<file path="src/rtl/intra_pkg.sv">
`default_nettype none
// ============================================================================
// Module     : intra_pkg
// Description: Shared sequencer state type and 1080p macroblock geometry.
// Revision   : 1.0
// ============================================================================
package intra_pkg;

  typedef enum logic [1:0] {
    IDLE  = 2'd0,
    ISSUE = 2'd1,
    WAIT  = 2'd2,
    FLUSH = 2'd3
  } seq_state_t;

  localparam int c_MBN_W         = 13;
  localparam int c_COORD_W       = 7;
  localparam int c_MB_COLS_1080P = 120;
  localparam int c_MB_ROWS_1080P = 68;

endpackage
`default_nettype wire

</file>
<file path="src/rtl/mb_avail.sv">
`default_nettype none
// ============================================================================
// Module     : mb_avail
// Description: Neighbour-availability flags for a macroblock position.
// Revision   : 1.0
// ============================================================================
module mb_avail
  import intra_pkg::*;
#(
  parameter int MB_COLS = c_MB_COLS_1080P,
  parameter int COORD_W = c_COORD_W
) (
  input  logic [COORD_W-1:0] mb_x,
  input  logic [COORD_W-1:0] mb_y,
  output logic               avail_left,
  output logic               avail_top,
  output logic               avail_topleft,
  output logic               avail_topright
);

  localparam logic [COORD_W-1:0] c_LAST_X = COORD_W'(MB_COLS - 1);

  logic w_has_left;
  logic w_has_top;

  assign w_has_left     = (mb_x != '0);
  assign w_has_top      = (mb_y != '0);
  assign avail_left     = w_has_left;
  assign avail_top      = w_has_top;
  assign avail_topleft  = w_has_left & w_has_top;
  assign avail_topright = w_has_top & (mb_x < c_LAST_X);

endmodule
`default_nettype wire

</file>
<file path="src/rtl/intra_mb_sequencer.sv">
`default_nettype none
// ============================================================================
// Module     : intra_mb_sequencer
// Description: Raster-order macroblock issuer with start/done handshake.
// Revision   : 1.0
// ============================================================================
module intra_mb_sequencer
  import intra_pkg::*;
#(
  parameter int MB_COLS = c_MB_COLS_1080P,
  parameter int MB_ROWS = c_MB_ROWS_1080P,
  parameter int MBN_W   = c_MBN_W,
  parameter int COORD_W = c_COORD_W
) (
  input  logic               clk,
  input  logic               reset,
  input  logic               enable,
  input  logic               frame_start,
  input  logic               mb_done,
  output logic               mb_start,
  output logic [MBN_W-1:0]   mbnumber,
  output logic [COORD_W-1:0] mb_x,
  output logic [COORD_W-1:0] mb_y,
  output logic               avail_left,
  output logic               avail_top,
  output logic               avail_topleft,
  output logic               avail_topright,
  output logic               busy,
  output logic               frame_done
);

  if (MB_COLS * MB_ROWS > 2**MBN_W) begin : g_mbn_w_check
    $error("MBN_W too narrow for MB_COLS*MB_ROWS");
  end
  if ((MB_COLS - 1 >= 2**COORD_W) || (MB_ROWS - 1 >= 2**COORD_W)) begin : g_coord_w_check
    $error("COORD_W too narrow for frame dimensions");
  end

  localparam logic [MBN_W-1:0]   c_LAST_MB = MBN_W'(MB_COLS * MB_ROWS - 1);
  localparam logic [COORD_W-1:0] c_LAST_X  = COORD_W'(MB_COLS - 1);

  seq_state_t         r_state, w_state_nxt;
  logic [MBN_W-1:0]   r_mbnumber, w_mbn_nxt;
  logic [COORD_W-1:0] r_mb_x, w_x_nxt;
  logic [COORD_W-1:0] r_mb_y, w_y_nxt;
  logic               r_busy, w_busy_nxt;
  logic               r_done_pending, w_pending_nxt;
  logic               w_mb_start, w_frame_done;
  logic               r_av_left, r_av_top, r_av_topleft, r_av_topright;
  logic               w_av_left, w_av_top, w_av_topleft, w_av_topright;

  always_comb begin
    w_state_nxt   = r_state;
    w_mbn_nxt     = r_mbnumber;
    w_x_nxt       = r_mb_x;
    w_y_nxt       = r_mb_y;
    w_busy_nxt    = r_busy;
    w_pending_nxt = r_done_pending;
    w_mb_start    = 1'b0;
    w_frame_done  = 1'b0;
    case (r_state)
      IDLE: begin
        if (enable && frame_start) begin
          w_state_nxt   = ISSUE;
          w_mbn_nxt     = '0;
          w_x_nxt       = '0;
          w_y_nxt       = '0;
          w_busy_nxt    = 1'b1;
          w_pending_nxt = 1'b0;
        end
      end
      ISSUE: begin
        if (enable) begin
          w_mb_start  = 1'b1;
          w_state_nxt = WAIT;
        end
      end
      WAIT: begin
        if (enable && (mb_done || r_done_pending)) begin
          w_pending_nxt = 1'b0;
          if (r_mbnumber == c_LAST_MB) begin
            w_state_nxt = FLUSH;
            w_busy_nxt  = 1'b0;
          end else begin
            w_state_nxt = ISSUE;
            w_mbn_nxt   = r_mbnumber + 1'b1;
            if (r_mb_x == c_LAST_X) begin
              w_x_nxt = '0;
              w_y_nxt = r_mb_y + 1'b1;
            end else begin
              w_x_nxt = r_mb_x + 1'b1;
            end
          end
        end else if (mb_done) begin
          // Done seen while frozen is held until enable returns.
          w_pending_nxt = 1'b1;
        end
      end
      FLUSH: begin
        if (enable) begin
          w_frame_done = 1'b1;
          w_state_nxt  = IDLE;
        end
      end
      default: w_state_nxt = IDLE;
    endcase
  end

  mb_avail #(
    .MB_COLS (MB_COLS),
    .COORD_W (COORD_W)
  ) u_mb_avail (
    .mb_x           (w_x_nxt),
    .mb_y           (w_y_nxt),
    .avail_left     (w_av_left),
    .avail_top      (w_av_top),
    .avail_topleft  (w_av_topleft),
    .avail_topright (w_av_topright)
  );

  always_ff @(posedge clk or posedge reset) begin
    if (reset) begin
      r_state        <= IDLE;
      r_mbnumber     <= '0;
      r_mb_x         <= '0;
      r_mb_y         <= '0;
      r_busy         <= 1'b0;
      r_done_pending <= 1'b0;
      r_av_left      <= 1'b0;
      r_av_top       <= 1'b0;
      r_av_topleft   <= 1'b0;
      r_av_topright  <= 1'b0;
    end else begin
      r_state        <= w_state_nxt;
      r_mbnumber     <= w_mbn_nxt;
      r_mb_x         <= w_x_nxt;
      r_mb_y         <= w_y_nxt;
      r_busy         <= w_busy_nxt;
      r_done_pending <= w_pending_nxt;
      r_av_left      <= w_av_left;
      r_av_top       <= w_av_top;
      r_av_topleft   <= w_av_topleft;
      r_av_topright  <= w_av_topright;
    end
  end

  assign mb_start       = w_mb_start;
  assign frame_done     = w_frame_done;
  assign mbnumber       = r_mbnumber;
  assign mb_x           = r_mb_x;
  assign mb_y           = r_mb_y;
  assign busy           = r_busy;
  assign avail_left     = r_av_left;
  assign avail_top      = r_av_top;
  assign avail_topleft  = r_av_topleft;
  assign avail_topright = r_av_topright;

  a_done_in_wait: assert property (@(posedge clk) disable iff (reset)
    !(mb_done && (r_state != WAIT)))
    else $warning("mb_done outside WAIT ignored");

endmodule
`default_nettype wire

</file>
<file path="config.mk">
export PLATFORM = sky130hd
export DESIGN_NAME = intra_mb_sequencer
export DESIGN_NICKNAME = d
export VERILOG_FILES = /design/src/rtl/intra_pkg.sv /design/src/rtl/mb_avail.sv /design/src/rtl/intra_mb_sequencer.sv
export SDC_FILE = /design/constraint.sdc
export NUM_CORES = 1
export LEC_CHECK = 0
export ABC_AREA = 1
export CAP_MARGIN = 0
export CELL_PAD_IN_SITES_DETAIL_PLACEMENT = 0
export CELL_PAD_IN_SITES_GLOBAL_PLACEMENT = 1
export CORE_MARGIN = 4
export CORE_UTILIZATION = 33
export CTS_BUF_LIST = sky130_fd_sc_hd__clkbuf_2
export DETAILED_ROUTE_END_ITERATION = 16
export GPL_TIMING_DRIVEN = 0
export MAX_ROUTING_LAYER = met4
export PLACE_DENSITY = 0.75
export SLEW_MARGIN = 20
export SYNTH_ARGS = -nofsm -noshare
export SYNTH_HDL_FRONTEND = slang
export SYNTH_SLANG_ARGS = --single-unit
</file>
<file path="constraint.sdc">
create_clock -name clk -period 2.7 [get_ports clk]
set_input_delay 0.405 -clock clk [delete_from_list [all_inputs] [get_ports clk]]
set_output_delay 0.405 -clock clk [all_outputs]
set_load 0.02 [all_outputs]
</file>
==> metrics.cfg <==
[setup_path]
worst-r2r-cell-count=12
critPathLaunchType=input port
r2r_slack_ns=0.66
cp_cell_sequence=clkdlybuf4s50_1 > inv_1 > nor3_1 > clkdlybuf4s50_1
crit_top_cell=clkdlybuf4s50_1
worstPathRequired_ns=2.30
crit_buf_inv=3
critPathTopFamily=buffers and inverters
slowest_delay_ns=0.63
path_max_fanout=4
arrival_ns=1.89
crit_slowest_cell=clkdlybuf4s50_1
cp-end-kind=output pin
worstSetupPathType=input port to output pin
cp.depth=4

[sta]
tns_ns=0
report.final.slew_viol_count=0
finalCritPeriodShare=0.848
min_period_ns=2.29
relSlewSlack=0.652
tightest_slew_ns=0.522
fin_skew_ns=0.0221
timing_hold_violations_final=0
fmax_ghz=0.437
setup_viol=0
rsz0062_at_grt=false
holdWs_ns=0.297

[clocking]
clkTransAtPathRegs_ns=0.20
cts_setup_buffers=0
cts-buffers-inserted=5
cts_root_buffer=clkbuf_2
post_cts_resize_count=0
cts_buffer_depth=2
hold_buffers=0
ctsHtreeMaxLevel=2
cts.sinks=35
clock_latency_ns=0.38
cts_tree=done

[global_route]
grtUsageTotal=0.142
grt_antenna_before_repair=0
grt_max_degree=20
grt_pass1_wl_mm=9.40
grt_overflow=0
grt_pass1_vias=2035

[yosys]
netlist_instances=319
seq_area_frac_synth=0.390
yosysTopAreaCell=dfrtp_1
synth-seq-cells=35
ys_dominant_reg_cell=dfrtp_1
synthTopCellsByCount=nand2_1 (89), inv_1 (47), dfrtp_1 (35)
synth_area_leaders=dfrtp_1 (39%), nand2_1 (15%), inv_1 (7.9%), nand3_1 (6.9%), nor2_1 (5.4%)
synth.distinct_cells=35
syn_area_sq_um=2240
ys_warn_count=0
synth_edf_count=0
syn-num-nets=327
synthArstFlopShare=1.00
synth_top_area_frac=0.390
synth_area_per_cell_sq_um=7.04
synth_most_common_cell=nand2_1

[route]
drt-pass1-iter-count=4
drc=0
num_vias=2119
ant_nets=0
avgViaCountPerCell=4.78
wl_mm=5.43
drt_iter0_drc=84
wl_per_cell_um=12.3

[pwr]
power.total_mw=2.02
p_per_area_nw_per_um2=717
p_leak_nw=1.39
ir_drop_uv=414

[finish]
drive_above_1_share=0.115
antenna_cells=0
nNetsFinal=373
synthToLayoutAreaGrowth_pct=25.5
fin_util=0.436

[hold_path]
holdCritPathClass=input port to asynchronous set/reset pin

[floorplan]
initial_core_util=0.348
die_w_um=90.5
dieHeight_um=90.5
fp-row-count=29
die_area_sq_um=8190
core-area_sq_um=6460
ios=39

[run_status]
status=finished, final reports clean

[placed_design]
port_buffers=38
gp_congestion=0.800
hpwl_mm=4.27

[flow_run]
maxCapViolCount=0

==> per-stage QoR <==
stage	cell area (sq um)	instances	worst slack, ns
final	2820	443	0.409
after global routing	2820	443	0.311
after CTS	2820	443	0.391
after detailed placement	2750	435	0.304
after global placement	2720	434	0.317
after floorplan	2240	319	0.816
==> power by group <==
group,switching (mW),internal [mW],leakage [nW]
Clock,0.190,0.157,0.0429
Combinational,0.627,0.332,0.876
Sequential,0.0905,0.625,0.473
Total,0.907,1.11,1.39
==> flip-flops by register name, indices dropped and copies added (netlist names) <==
register        cells
busy                1
r_done_pending      1
mb_y                7
avail_left          1
mbnumber           13
mb_x                7
avail_topleft       1
avail_topright      1
r_state             2
avail_top           1
==> metal layers <==
metal  global-route usage  vias to the layer above  part of all wire
met5                    -                        -                 0
met4               0.0383                        0            0.0096
met3               0.0292                        7             0.039
met2                0.230                       38              0.46
met1                0.181                      969              0.49
li1                     -                     1105                 -
==> area by class of cell <==
class                      instances  area (sq um)
multi-input combinational        226          1130
timing repair buffer              39           408
clock inverter                     3          43.8
sequential                        35           876
clock buffer                       5          25.0
fill                             689          3640
inverter                          53           201
buffer                             5          41.3
tap                               77          96.3
==> final timing paths <==
kind,from,endpoint
max,enable,frame_done
min,reset,mb_x[5]
max reg2reg,mbnumber[1],avail_topleft
max in group asynchronous,reset,mbnumber[5]
min in group clk,busy,busy
min reg2reg,busy,busy
==> logic make-up after synthesis <==
| kind of cell | share of synthesized area |
|---|---|
| buffers and inverters | 0.108 |
| and+or+nand+nor | 0.414 |
| adders and majority gates | 0.0167 |
| AOI/OAI and AO/OA | 0.0635 |
| DFF | 0.390 |
| xor gates and xnor gates | 0.00781 |
==> cells in the final DEF (no fill, tap or decap), types with 2 or more instances in the layout <==
| master | n |
|---|---|
| clkbuf_2 | 5 |
| a21oi_1 | 3 |
| o21ai_0 | 9 |
| nand2_1 | 89 |
| xor2_1 | 2 |
| ha_1 | 3 |
| o21bai_1 | 3 |
| dfrtp_1 | 35 |
| inv_2 | 3 |
| nand3_1 | 31 |
| nor2_1 | 32 |
| nor2_2 | 9 |
| nor3_1 | 9 |
| nand2_2 | 8 |
| nand4_1 | 12 |
| clkdlybuf4s50_1 | 38 |
| nand3_2 | 2 |
| clkinv_1 | 3 |
| a31oi_1 | 2 |
| nand2_4 | 2 |
| inv_1 | 46 |
(Power assumes the default switching activity.)
